==> config.mk <==
export PLATFORM = sky130hd
export DESIGN_NAME = onehot_key_capture
export DESIGN_NICKNAME = d
export VERILOG_FILES = /design/src/rtl/onehot_key_capture.sv
export SDC_FILE = /design/constraint.sdc
export NUM_CORES = 1
export LEC_CHECK = 0
export CAP_MARGIN = 20
export CORE_ASPECT_RATIO = 1.2
export CORE_UTILIZATION = 53
export DETAILED_ROUTE_END_ITERATION = 16
export PLACE_DENSITY = 0.73
export SYNTH_ARGS = -nofsm -noshare
export SYNTH_HDL_FRONTEND = slang
export SYNTH_SLANG_ARGS = --single-unit
==> constraint.sdc <==
create_clock -name clk -period 3.65 [get_ports clk]
set_input_delay 0.73 -clock clk [delete_from_list [all_inputs] [get_ports clk]]
set_output_delay 0.73 -clock clk [all_outputs]
set_load 0.01 [all_outputs]
==> src/rtl/onehot_key_capture.sv <==
// Key input stage for the 8-to-3 encoder: two-flop synchroniser, press/release debounce,
// single-key qualification and multi-key rejection. Outputs are registered.
module onehot_key_capture #(
    parameter int WIDTH           = 8,
    parameter int DEBOUNCE_CYCLES = 16,
    parameter int CNT_W           = 8
) (
    input  logic             clk,
    input  logic             rst_n,
    input  logic [WIDTH-1:0] key_in,
    output logic [WIDTH-1:0] a,
    output logic             en,
    output logic             press_pulse,
    output logic             multi_err
);

    typedef enum logic [1:0] {
        IDLE,
        DEBOUNCE,
        HELD,
        RELEASE
    } state_t;

    localparam logic [CNT_W-1:0] CNT_LAST = CNT_W'(DEBOUNCE_CYCLES - 1);
    localparam logic [WIDTH-1:0] ONE      = WIDTH'(1);

    state_t           state, state_next;
    logic [WIDTH-1:0] sync1, sync2;
    logic [WIDTH-1:0] sample, sample_next;
    logic [CNT_W-1:0] cnt, cnt_next;
    logic [WIDTH-1:0] a_next;
    logic             en_next, press_next, multi_next;
    logic             sample_onehot;

    // Nonzero with a single bit set: clearing the lowest set bit leaves nothing.
    assign sample_onehot = (sample != '0) && ((sample & (sample - ONE)) == '0);

    always_ff @(posedge clk or negedge rst_n) begin
        if (!rst_n) begin
            sync1 <= '0;
            sync2 <= '0;
        end else begin
            sync1 <= key_in;
            sync2 <= sync1;
        end
    end

    always_ff @(posedge clk or negedge rst_n) begin
        if (!rst_n) begin
            state       <= IDLE;
            sample      <= '0;
            cnt         <= '0;
            a           <= '0;
            en          <= 1'b0;
            press_pulse <= 1'b0;
            multi_err   <= 1'b0;
        end else begin
            state       <= state_next;
            sample      <= sample_next;
            cnt         <= cnt_next;
            a           <= a_next;
            en          <= en_next;
            press_pulse <= press_next;
            multi_err   <= multi_next;
        end
    end

    always_comb begin
        state_next  = state;
        sample_next = sample;
        cnt_next    = cnt;
        a_next      = a;
        en_next     = en;
        press_next  = 1'b0;
        multi_next  = 1'b0;
        case (state)
            IDLE: begin
                if (sync2 != '0) begin
                    state_next  = DEBOUNCE;
                    sample_next = sync2;
                    cnt_next    = '0;
                end
            end
            DEBOUNCE: begin
                if (sync2 == '0) begin
                    state_next = IDLE;
                end else if (sync2 != sample) begin
                    sample_next = sync2;
                    cnt_next    = '0;
                end else if (cnt != CNT_LAST) begin
                    cnt_next = cnt + 1'b1;
                end else begin
                    state_next = HELD;
                    if (sample_onehot) begin
                        a_next     = sample;
                        en_next    = 1'b1;
                        press_next = 1'b1;
                    end else begin
                        a_next     = '0;
                        en_next    = 1'b0;
                        multi_next = 1'b1;
                    end
                end
            end
            HELD: begin
                // No rollover: a different key while held leaves a untouched.
                if (sync2 == '0) begin
                    state_next = RELEASE;
                    cnt_next   = '0;
                end
            end
            RELEASE: begin
                if (sync2 != '0) begin
                    state_next = HELD;
                end else if (cnt != CNT_LAST) begin
                    cnt_next = cnt + 1'b1;
                end else begin
                    state_next = IDLE;
                    a_next     = '0;
                    en_next    = 1'b0;
                end
            end
            default: state_next = IDLE;
        endcase
    end

endmodule

### Word level (Yosys, flattened, before mapping)

Cells that the tools add are included.

* bits of input ports: 10
* logic and storage cells: 82
* flip-flop bits (word level): 45
* output and inout bits: 11

* add/subtract/negate cells: 2
* multiplexer cells: 42
* equality and inequality tests: 16
* reductions and logical operators: 12
* bitwise logic cells: 1

Operator list (count)
* 8-bit two-way mux: 15
* 8-bit one-hot mux with 2 select lines: 2
* 8-bit one-hot mux with 4 select lines: 1
* 8-bit logical NOT: 2
* 2-bit != test, second input constant: 8
* 8-bit nonzero test: 2
* 1-bit two-way mux: 15
* 2-bit two-way mux: 7
* 3-bit != test, second input constant: 3
* 8-bit by 1-bit adder with 8-bit output, second input constant: 1
* 8-bit AND: 1
* 8-bit by 4-bit != test with 1-bit output, second input constant: 1
* 8-bit != test: 1
* 2-bit one-hot mux with 4 select lines: 1
* 4-bit AND reduction: 2
* 8-bit by 1-bit subtractor with 8-bit output, second input constant: 1
* 6-bit AND reduction: 1
* 5-bit AND reduction: 1
* 2-bit == test, second input constant: 2
* 2-bit nonzero test: 2
* 2-bit by 1-bit == test with 1-bit output, second input constant: 1
* 2-bit logical NOT: 1
* 1-bit one-hot mux with 2 select lines: 1
* 1-bit logical AND: 1

### Depth between registers and ports, before layout

Gate-level depths: netlist of run 1.

* word-level depth: 9
* depth in mapped cells: 8
* gate-level depth less buffers: 6

### Worst setup path before layout of run 1

No wires, ideal clock.

* path type: reg-to-reg
* from: reg cnt[0]
* to: reg a[1]
* setup time: 0.118 ns
* arrival time: 1.791 ns
* stages on the path, launching flop included: 9
* path slack: 1.741 ns
* data required time: 3.532 ns
* buffers on the path: 2
* clock period less this slack: 1.909 ns
* cells stage by stage: dfrtp_1 -> ha_1 -> and4b_1 -> clkbuf_1 -> nand3_1 -> or3_1 -> buf_2 -> and3_1 -> a21o_1

* cells in the longest elaborated chain, start to end: 3
* elaborated cells between the ends (all ways): 4
* those cells by class: eq/ne (3); reduce/logical (1)

RTL lines
* start: declaration: RTL line 30 `logic [CNT_W-1:0] cnt, cnt_next;`
* start signal: assignment: RTL line 60 `cnt <= cnt_next;`
* 8-bit by 4-bit != test with 1-bit output (*): RTL line 90, 115
* 2-bit != test (no source line)
* 6-bit AND reduction (no source line) (*)
* end signal: assignment: RTL line 61 `a <= a_next;`
* end: declaration: RTL line 11 `output logic [WIDTH-1:0] a,`

Mark *: on every way between the ends. The rest lies on a longest branch, timed or not.
A chain may end at the register's enable or synchronous reset.

### Final worst setup path of run 1

* from: reg sample[6]
* to: reg a[0]

* cells in the longest elaborated chain, start to end: 9
* elaborated cells between the ends (all ways): 13
* those cells by class: add/sub (1); eq/ne (2); mux (5); bitwise (1); reduce/logical (4)

RTL lines
* start: declaration: RTL line 29 `logic [WIDTH-1:0] sample, sample_next;`
* start signal: assignment: RTL line 59 `sample <= sample_next;`
* 8-bit by 1-bit subtractor with 8-bit output: RTL line 36 `assign sample_onehot = (sample != '0) && ((sample & (sample - ONE)) == '0);`
* 8-bit AND: RTL line 36
* 8-bit logical NOT: RTL line 36
* 1-bit logical AND: RTL line 36
* 8-bit two-way mux: RTL line 94 `if (sample_onehot) begin`
* 8-bit two-way mux: RTL line 90 `end else if (cnt != CNT_LAST) begin`
* 8-bit two-way mux: RTL line 87 `end else if (sync2 != sample) begin`
* 8-bit two-way mux: RTL line 85 `if (sync2 == '0) begin`
* 8-bit one-hot mux with 2 select lines: RTL line 76 `case (state)`

Parallel ways exist; a longest one is shown, timed or not. The select of a mux whose other input is x is not followed.

==> qor.csv, run 1 <==
stage,metric,value,unit
sta,final_hold_viol_count,0,
sta,worstMarginPinSlew,0.922,ns
detailed_routing,vias,1463,
synth,yosys_register_bits,45,
power,peakVddDrop,331,uV
setup_path,worst-endpoint-arrival,2.64,ns
detailed_routing,post_drt_via_cell_ratio,5.78,
setup_path,rr_endpoint,a[0]$_DFFE_PN0P_,
sta,setup_total_negative_slack,0,ns
synth,post_synth_xor_area_fraction,5.08,%
floorplanning,die_height,70.5,um
detailed_routing,drt-wirelength-per-cell,14.7,um
grt,grt_antenna_before_repair,0,
power,power_density,426,nW/um^2
synth,synth_edf_count,0,
clock_tree,cts_max_level,2,
sta,maxSlewViolCount,0,
grt,pin_count_of_the_biggest_net_entering_global_routing,46,
placed_design,place.gp.congestion,0.904,
floorplanning,ios,21,
finish,finish.utilization,65.2,%
synth,post-synth-top-area-fraction,54.4,%
detailed_routing,drt_drc_violations_left,0,
synth,synth_fa_ha_area_share,0.604,%
setup_path,cp.required,3.89,ns
synth,multiplexer_fraction_of_the_synthesized_cell_area,4.83,%
detailed_routing,ant_nets,0,
placed_design,port_buffers,20,
floorplanning,die_w,59.1,um
sta,share_of_the_cycle_needed_by_the_critical_path_after_routing,65.7,%
setup_path,end_kind,flop,
setup_path,worst_setup_path_start_kind,flop,
sta,max_fclk,0.417,GHz
grt,grt.overflow.total,0,
synth,dominantRegCellSynth,dfrtp_1,
sta,worst_slew_margin_rel,38.5,%
finish,filler_cell_count,300,
grt,via_count_of_the_first_global_routing_pass,1470,
clock_tree,clock_tree.root_cell,clkbuf_8,
clock_tree,clock_latency,0.30,ns
synth,synth_area,2070,um^2
setup_path,critical_path_peak_fanout,13,
worst_hold_path,hp-class,flop to flop,
clock_tree,cts_buffer_depth,2,
power,static-leakage-power,0.000999,uW
worst_hold_path,worst_hold_startpoint,sync1[1]$_DFF_PN0_,
synth,synthesis.yosys.warnings,0,
grt,grt_pass1_wl,6.51,mm
sta,grt_setup_unrepaired,no,
setup_path,crit-reg2reg-launch,sample[6]$_DFFE_PN0P_,
finish,mostFrequentLayoutCell,dfrtp_1,
synth,synth_cell_type_count,41,
synth,synthTopCellsByArea,"dfrtp_1 (54%), mux2_2 (4.4%), xor2_1 (4.2%), nand2_1 (2.7%), nand3_1 (2.7%)",
detailed_routing,dr.pass1.iters,4,
synth,synthSimpleGateAreaFrac,19.5,%
synth,postSynthCellCount,185,
finish,most-common-layout-cells,"dfrtp_1 (45), clkdlybuf4s50_1 (19), nand2_1 (15)",
clock_tree,cts_hold_buffers,0,
synth,postSynthAreaPerCell,11.2,um^2
floorplanning,design.die.area,4160,um^2
synth,synth_top_family_by_area,simple AND/OR/NAND/NOR gates,
worst_hold_path,worstHoldEndpoint,sync2[1]$_DFF_PN0_,
synth,async_flop_share,100,%
clock_tree,cts_made_buffers,5,
finish,num_antenna_cells,0,
floorplanning,placeableCoreArea,3690,um^2
synth,synth-seq-area-share,54.4,%
clock_tree,cts_setup_buffers,0,
worst_hold_path,worst_hold_path.num_cells,0,
clock_tree,clkSinkCount,45,
sta,finalSetupViolations,0,
sta,period_needed,2.40,ns
run_status,outcome,completed,
setup_path,worst_setup_path_type,flop to flop,
placed_design,dp_hpwl,2.68,mm
finish,areaGrowthSynthToFinish,16.3,%
detailed_routing,dr.first_iter.drc_count,92,
clock_tree,clkSlewWorstSetupHoldPaths,0.08,ns
detailed_routing,route.final.wire_length,3.72,mm
clock_tree,post_cts.resized_instances,0,
grt,track_usage,21.1,%
synth,post_synthesis_net_count,196,
clock_tree,cts_tree,yes,
floorplanning,std_cell_rows,24,
run,cap_viol_max_count,0,
setup_path,ff_to_ff_path_depth,5,
sta,clock_skew,0.00403,ns
synth,compound_gate_portion_of_the_synthesized_area,11.7,%
synth,synth_largest_area_cell,dfrtp_1,
setup_path,reg2reg_slack,1.25,ns
floorplanning,initial_utilization,56.1,%
finish,num-nets-final,211,
finish,share_of_final_layout_standard_cells_stronger_than_drive_strength_1,11.4,%
[worst max path at each step]
stage                                      from                to  slack (ns)
after floorplan              cnt[0]$_DFFE_PN0P_  a[1]$_DFFE_PN0P_        1.74
after global placement    sample[6]$_DFFE_PN0P_  a[0]$_DFFE_PN0P_        1.38
after detailed placement  sample[6]$_DFFE_PN0P_  a[0]$_DFFE_PN0P_        1.31
after CTS                 sample[6]$_DFFE_PN0P_  a[0]$_DFFE_PN0P_        1.27
after global routing      sample[6]$_DFFE_PN0P_  a[0]$_DFFE_PN0P_        1.06
final                     sample[6]$_DFFE_PN0P_  a[0]$_DFFE_PN0P_        1.25
[power breakdown]
part | switching, uW | internal (uW) | total (uW)
Clock | 168 | 275 | 443
Combinational | 28.6 | 23.0 | 51.5
Sequential | 18.4 | 512 | 530
Total | 215 | 810 | 1020
[registers in the layout, summed over array words and instances, names as in the netlist, named ones only]
signal / count
en: 1
state: 1
a: 8
sample: 8
sync1: 8
press_pulse: 1
sync2: 8
multi_err: 1
cnt: 8
[logic make-up (layout without fill, tap and decap cells)]
family | Yosys count | in the layout
XOR/XNOR | 12 | 12
adder cells (fa/ha/maj) | 1 | 1
AO/OA/AOI/OAI | 33 | 33
AND/OR/NAND/NOR | 68 | 68
buffers and inverters | 17 | 33
flip-flops | 45 | 45
multiplexers | 9 | 9
[cell type report]
class / instances / area (um^2) / share of cell area (%)
Sequential cell: 45 / 1130 / 46.8
Multi-Input combinational cell: 123 / 865 / 35.9
Timing Repair Buffer: 20 / 195 / 8.11
Clock buffer: 5 / 68.8 / 2.86
Clock inverter: 3 / 68.8 / 2.86
Tap cell: 52 / 65.1 / 2.70
Inverter: 5 / 18.8 / 0.780
[critical path, stage by stage (launching register included)]
cell     delay (ns)
dfrtp_1        0.59
xor2_1         0.17
nor4_4         0.38
nand4_1        0.46
or4_1          0.57
o21ai_1        0.15
[synthesized netlist by cell type (2+ instances only)]
| cell | number |
|---|---|
| nor3_1 | 4 |
| nand3_1 | 11 |
| xnor2_1 | 2 |
| o21ai_1 | 2 |
| o211ai_1 | 5 |
| xor2_1 | 10 |
| nand4_1 | 6 |
| and3_1 | 6 |
| nand2_1 | 15 |
| clkbuf_2 | 3 |
| nor4_1 | 6 |
| or3_1 | 5 |
| mux2_2 | 8 |
| buf_2 | 4 |
| o21ai_0 | 3 |
| a211oi_1 | 3 |
| a21oi_1 | 5 |
| dfrtp_1 | 45 |
| o22ai_1 | 2 |
| nor2_1 | 4 |
| nor4_4 | 2 |
| inv_1 | 5 |
| clkbuf_1 | 4 |
| nand2b_1 | 4 |
| a21o_1 | 5 |
[routing by layer]
metal  share of wire [%]  up-vias  GRT usage (%)  wire, um
met3                 3.7       10           5.56       137
li1                    -      696              -         -
met4                 3.3        0           11.9       122
met2                  50       38           33.8      1850
met1                  43      719           25.0      1610
met5                   0        -              0         0
[per-stage QoR]
step | std cells | worst slack, ns | instance area (um^2) | total power, uW | hold slack (ns)
5_1_grt | 253 | 1.06 | 2410 | 1060 | 0.362
2_1_floorplan | 185 | 1.74 | 2070 | 569 | 0.331
3_3_place_gp | 245 | 1.38 | 2270 | 589 | 0.332
3_5_place_dp | 245 | 1.31 | 2270 | 592 | 0.335
6_report | 253 | 1.25 | 2410 | 1020 | 0.353
4_1_cts | 253 | 1.27 | 2410 | 1040 | 0.355
(Power assumes the default switching activity.)
==> run 2, diff against run 1 <==
- CORE_UTILIZATION: 53 -> 50
- PLACE_DENSITY: 0.73 -> 0.72
- clock period: 3.65 -> 2.2 ns (I/O delays scaled with it)
==> qor.csv, run 2 (synthesis results as in run 1) <==
stage,metric,value,unit,change
setup_path,crit-reg2reg-launch,cnt[0]$_DFFE_PN0P_,,
detailed_routing,dr.first_iter.drc_count,69,,-25%
setup_path,critPathCapture,a[0]$_DFFE_PN0P_,,
grt,grt_antenna_before_repair,0,,unchanged
clock_tree,clock_tree.root_cell,clkbuf_8,,
power,power_density,658,nW/um^2,+55%
floorplanning,design.die.area,4400,um^2,+5.8%
detailed_routing,post_drt_via_cell_ratio,5.67,,-1.9%
grt,grt.overflow.total,0,,unchanged
sta,share_of_the_cycle_needed_by_the_critical_path_after_routing,92.4,%,+27 points
detailed_routing,met3_wirelength,156,um,+14%
finish,share_of_final_layout_standard_cells_stronger_than_drive_strength_1,15.7,%,+4.3 points
sta,worst_slew_margin_rel,59.5,%,+21 points
run_status,outcome,completed,,
detailed_routing,drt-wirelength-per-cell,13.8,um,-6.0%
clock_tree,clock_latency,0.31,ns,about the same
detailed_routing,dr.pass1.iters,4,,unchanged
setup_path,ff_to_ff_path_depth,6,,+1
placed_design,placed_cell_area,2330,um^2,+2.8%
finish,most-common-layout-cells,"dfrtp_1 (45), clkdlybuf4s50_1 (19), nand2_1 (15)",,
clock_tree,cts_buffer_depth,2,,unchanged
setup_path,worst_setup_path_type,flop to flop,,
finish,post-route-cell-area,2460,um^2,+2.3%
clock_tree,clkSinkCount,45,,unchanged
sta,worstMarginPinSlew,0.603,ns,-0.319 ns
detailed_routing,met1_length,1.55,mm,-3.5%
finish,areaGrowthSynthToFinish,18.9,%,
setup_path,worst-endpoint-arrival,2.27,ns,-0.37 ns
floorplanning,initial_utilization,52.5,%,-3.5 points
grt,pin_count_of_the_biggest_net_entering_global_routing,46,,unchanged
grt,track_usage,19.2,%,-1.9 points
sta,finalSetupViolations,0,,unchanged
grt,grt_pass1_wl,6.12,mm,-6.0%
sta,max_fclk,0.492,GHz,+18%
clock_tree,cts_max_level,2,,unchanged
placed_design,dp_hpwl,2.59,mm,-3.5%
floorplanning,ios,21,,unchanged
power,power.share.sequential,53.7,%,+2.0 points
power,overall_power_after_layout,1620,uW,+58%
detailed_routing,ant_nets,0,,unchanged
power,power_report.internal_total,1240,uW,+53%
power,static-leakage-power,0.00103,uW,+3.3%
placed_design,port_buffers,20,,unchanged
sta,grt_setup_unrepaired,no,,
sta,setup_total_negative_slack,0,ns,unchanged
placed_design,place.gp.congestion,0.858,,-5.0%
power,comb_power_share,6.4,%,+1.4 points
sta,final_hold_viol_count,0,,unchanged
setup_path,rr_endpoint,a[0]$_DFFE_PN0P_,,
sta,clock_skew,0.00701,ns,+0.00298 ns
detailed_routing,vias,1497,,+2.3%
finish,num_antenna_cells,0,,unchanged
floorplanning,die_height,72.5,um,+2.9%
setup_path,end_kind,flop,,
power,pwr-share-clk,39.9,%,-3.3 points
clock_tree,cts_tree,yes,,
detailed_routing,maxUsedRoutingLayer,met4,,
finish,num-nets-final,220,,+4.3%
power,switching_power_total,380,uW,+77%
setup_path,worstSetupStartpoint,cnt[0]$_DFFE_PN0P_,,
detailed_routing,drt_drc_violations_left,0,,unchanged
setup_path,cp.required,2.44,ns,-1.45 ns
finish,mostFrequentLayoutCell,dfrtp_1,,
power,peakVddDrop,574,uV,+73%
worst_hold_path,hp-class,input pin to asynchronous set/reset pin,,
detailed_routing,route.final.wire_length,3.65,mm,-1.9%
run,cap_viol_max_count,0,,unchanged
floorplanning,die_w,60.7,um,+2.9%
power,switching_share,23.4,%,+2.5 points
grt,via_count_of_the_first_global_routing_pass,1400,,-4.8%
setup_path,critical_path_peak_fanout,6,,-7
clock_tree,cts_made_buffers,5,,unchanged
floorplanning,placeableCoreArea,3940,um^2,+6.7%
floorplanning,std_cell_rows,25,,+4.2%
finish,filler_cell_count,340,,+13%
setup_path,reg2reg_slack,0.17,ns,-1.09 ns
sta,period_needed,2.03,ns,-0.365 ns
clock_tree,clkSlewWorstSetupHoldPaths,0.09,ns,about the same
setup_path,worst_setup_path_start_kind,flop,,
sta,maxSlewViolCount,0,,unchanged
finish,finish.utilization,62.5,%,-2.7 points
detailed_routing,met2WireLength,1.88,mm,+1.5%
[run 2: area by class of cell]
type	instances	area, um^2	share of cell area, %
clock buffer	5	68.8	2.79
timing repair buffer	29	263	10.7
multi-input combinational	123	871	35.4
tap	54	67.6	2.74
sequential	45	1130	45.7
clock inverter	3	47.5	1.93
inverter	5	18.8	0.762
[run 2: power groups by stage]
stage | Clock [uW] | Combinational (uW) | Sequential, uW
after floorplan | 0 | 66.5 | 877
after global placement | 0 | 100 | 885
after detailed placement | 0 | 103 | 886
after CTS | 662 | 104 | 870
after global routing | 693 | 114 | 874
final | 647 | 103 | 870
[run 2: worst min-delay path by stage]
stage	endpoint	start	cells after the start
floorplan	asynchronous set/reset pin	rst_n	0
global placement	sync2[2]$_DFF_PN0_	sync1[2]$_DFF_PN0_	0
detailed placement	sync2[3]$_DFF_PN0_	sync1[3]$_DFF_PN0_	0
CTS	sample[0]$_DFFE_PN0P_	rst_n	2
global route	en$_DFFE_PN0P_	rst_n	2
finish	a[7]$_DFFE_PN0P_	rst_n	2
[run 2: metal layers]
layer,global-route usage [%],vias up
met5,0,-
met4,7.07,0
met3,6.24,7
met2,31.9,37
met1,22.8,738
li1,-,715
[run 2: stage by stage]
step | cells | worst slack [ns] | hold slack, ns
after floorplan | 185 | 0.291 | 0.144
after global placement | 255 | 0.124 | 0.332
after detailed placement | 255 | 0.119 | 0.335
after CTS | 263 | 0.0879 | 0.219
after global routing | 264 | 0.0235 | 0.254
final | 264 | 0.167 | 0.195
[run 2: what timing repair did]
action / in CTS / in global routing
buffers inserted: 0 / 1
hold buffers: 0 / 0
endpoints found under the setup margin: 0 / 7
resized for setup: 0 / 1
[run 2: worst max-delay path, stage by stage (launching register included)]
cell	delay, ns
dfrtp_1	0.39
ha_1	0.23
and4b_1	0.32
and3_1	0.22
nand4_1	0.19
or4_1	0.47
o21ai_1	0.15
==> run 3, diff against run 2 <==
- SETUP_SLACK_MARGIN: not set -> 0.2
==> qor.csv, run 3 (synthesis results as in run 1) <==
stage,metric,value,unit,change
run_status,outcome,completed,,
sta,share_of_the_cycle_needed_by_the_critical_path_after_routing,92.6,%,+0.13 points
sta,clock_skew,0.00715,ns,+0.000136 ns
setup_path,crit_buf_inv,1,,+1
detailed_routing,drt_drc_violations_left,0,,unchanged
run,cap_viol_max_count,0,,unchanged
sta,finalSetupViolations,0,,unchanged
clock_tree,cts_hold_buffers,0,,unchanged
floorplanning,std_cell_rows,25,,unchanged
sta,worstMarginPinSlew,0.534,ns,-0.0687 ns
placed_design,port_buffers,20,,unchanged
sta,maxSlewViolCount,0,,unchanged
grt,grt_antenna_before_repair,0,,unchanged
power,peakVddDrop,573,uV,-0.18%
finish,filler_cell_count,319,,-6.2%
floorplanning,ios,21,,unchanged
power,power_density,633,nW/um^2,-3.8%
setup_path,worst_setup_path_type,flop to flop,,
finish,mostFrequentLayoutCell,dfrtp_1,,
clock_tree,cts_tree,yes,,
detailed_routing,vias,1539,,+2.8%
clock_tree,cts_buffer_depth,2,,unchanged
finish,most-common-layout-cells,"dfrtp_1 (43), clkdlybuf4s50_1 (19), buf_4 (16)",,
floorplanning,design.die.area,4400,um^2,unchanged
grt,pin_count_of_the_biggest_net_entering_global_routing,46,,unchanged
clock_tree,clkSinkCount,45,,unchanged
finish,areaGrowthSynthToFinish,24.8,%,
sta,worst_slew_margin_rel,64.4,%,+4.9 points
clock_tree,clock_tree.root_cell,clkbuf_8,,
clock_tree,cts_max_level,2,,unchanged
finish,num-nets-final,228,,+3.6%
grt,track_usage,19.3,%,+0.15 points
floorplanning,die_height,72.5,um,unchanged
sta,period_needed,2.04,ns,+0.00284 ns
detailed_routing,route.final.wire_length,3.92,mm,+7.6%
grt,grt_pass1_wl,6.14,mm,+0.34%
setup_path,critical_path_peak_fanout,6,,unchanged
setup_path,worst_path_max_delay_cell,dfrtp_1,,
placed_design,place.gp.congestion,0.858,,unchanged
floorplanning,placeableCoreArea,3940,um^2,unchanged
sta,grt_setup_unrepaired,yes,,
setup_path,kind_of_cell_adding_the_most_delay_to_the_critical_path,simple AND/OR/NAND/NOR gates,,
detailed_routing,ant_nets,0,,unchanged
setup_path,cp.required,2.45,ns,about the same
detailed_routing,drt-wirelength-per-cell,14.4,um,+4.5%
finish,multiInputGateArea,927,um^2,+6.5%
worst_hold_path,hp-class,input pin to asynchronous set/reset pin,,
setup_path,critical_path.cell_chain,"xor2_2, nor4_4, nand4_1, buf_6, a211oi_4, a21o_1",,
sta,final_hold_viol_count,0,,unchanged
sta,setup_total_negative_slack,0,ns,unchanged
clock_tree,clock_latency,0.31,ns,about the same
finish,num_antenna_cells,0,,unchanged
setup_path,cp_max_stage_delay,0.43,ns,-0.04 ns
placed_design,dp_hpwl,2.59,mm,unchanged
sta,max_fclk,0.491,GHz,-0.14%
setup_path,worst-endpoint-arrival,2.29,ns,+0.02 ns
sta,finalHoldWorstSlack,0.195,ns,-0.000403 ns
detailed_routing,dr.pass1.iters,4,,unchanged
detailed_routing,dr.first_iter.drc_count,99,,+43%
setup_path,end_kind,flop,,
grt,via_count_of_the_first_global_routing_pass,1400,,unchanged
setup_path,worst_setup_path_start_kind,flop,,
detailed_routing,post_drt_via_cell_ratio,5.66,,-0.22%
finish,share_of_final_layout_standard_cells_stronger_than_drive_strength_1,23.9,%,+8.1 points
floorplanning,initial_utilization,52.5,%,unchanged
finish,sequential_cell_area,1130,um^2,+0.22%
clock_tree,clkSlewWorstSetupHoldPaths,0.09,ns,about the same
clock_tree,cts_made_buffers,5,,unchanged
power,static-leakage-power,0.00108,uW,+4.3%
grt,grt.overflow.total,0,,unchanged
floorplanning,die_w,60.7,um,unchanged
==> run 3: layer usage <==
| metal | vias up | part of all wire [%] | wire length, um | GRT usage [%] |
|---|---|---|---|---|
| met1 | 753 | 41 | 1610 | 22.9 |
| li1 | 734 | - | - | - |
| met2 | 46 | 53 | 2070 | 32.2 |
| met3 | 6 | 4.8 | 187 | 6.24 |
| met4 | 0 | 1.4 | 55 | 7.07 |
| met5 | - | 0 | 0 | 0 |
==> run 3: worst paths after layout <==
check | startpoint | to | slack, ns | cells past startpoint
max | sample[7]$_DFFE_PN0P_ | a[7]$_DFFE_PN0P_ | 0.16 | 6
min | rst_n | sync1[1]$_DFF_PN0_ | 0.20 | 2
max reg2reg | sample[7]$_DFFE_PN0P_ | a[7]$_DFFE_PN0P_ | 0.16 | 6
min reg2reg | sync1[3]$_DFF_PN0_ | sync2[3]$_DFF_PN0_ | 0.36 | 0
max in group asynchronous | rst_n | sample[3]$_DFFE_PN0P_ | 1.62 | 2
min in group clk | sync1[3]$_DFF_PN0_ | sync2[3]$_DFF_PN0_ | 0.36 | 0
==> run 3: worst register-to-register path, delay by kind of cell, from the launching register on <==
family	cells	cell delay (ns)
compound gates	2	0.46
flops	1	0.43
buf+inv	1	0.22
xor+xnor	1	0.20
simple gates	2	0.66
==> run 3: power breakdown <==
| part | switching [uW] | internal [uW] |
|---|---|---|
| sequential | 22.2 | 850 |
| combinational | 63.2 | 52.1 |
| clock | 302 | 346 |
| total | 388 | 1250 |
==> run 3: area by class of cell <==
| cell class | count | share of cell area (%) |
|---|---|---|
| clock inverter | 3 | 1.84 |
| timing repair buffer | 37 | 12.6 |
| multi-input combinational | 123 | 35.9 |
| inverter | 5 | 0.726 |
| clock buffer | 5 | 2.66 |
| tap | 54 | 2.61 |
| sequential | 45 | 43.7 |
==> run 3: metrics by stage <==
stage / setup slack, ns / power [uW] / std cells / utilization (%) / area [um^2]
after global placement: 0.124 / 985 / 255 / 59.2 / 2330
after global routing: 0.0397 / 1700 / 272 / 65.6 / 2580
final: 0.164 / 1640 / 272 / 65.6 / 2580
after detailed placement: 0.119 / 989 / 255 / 59.2 / 2330
after CTS: 0.200 / 1640 / 264 / 62.6 / 2470
after floorplan: 0.291 / 944 / 185 / - / 2070
==> run 3: repair_timing <==
action | CTS | global route
resized for setup | 3 | 14
pin swaps | 0 | 11
setup buffers | 1 | 8
endpoints found under the setup margin | 10 | 19
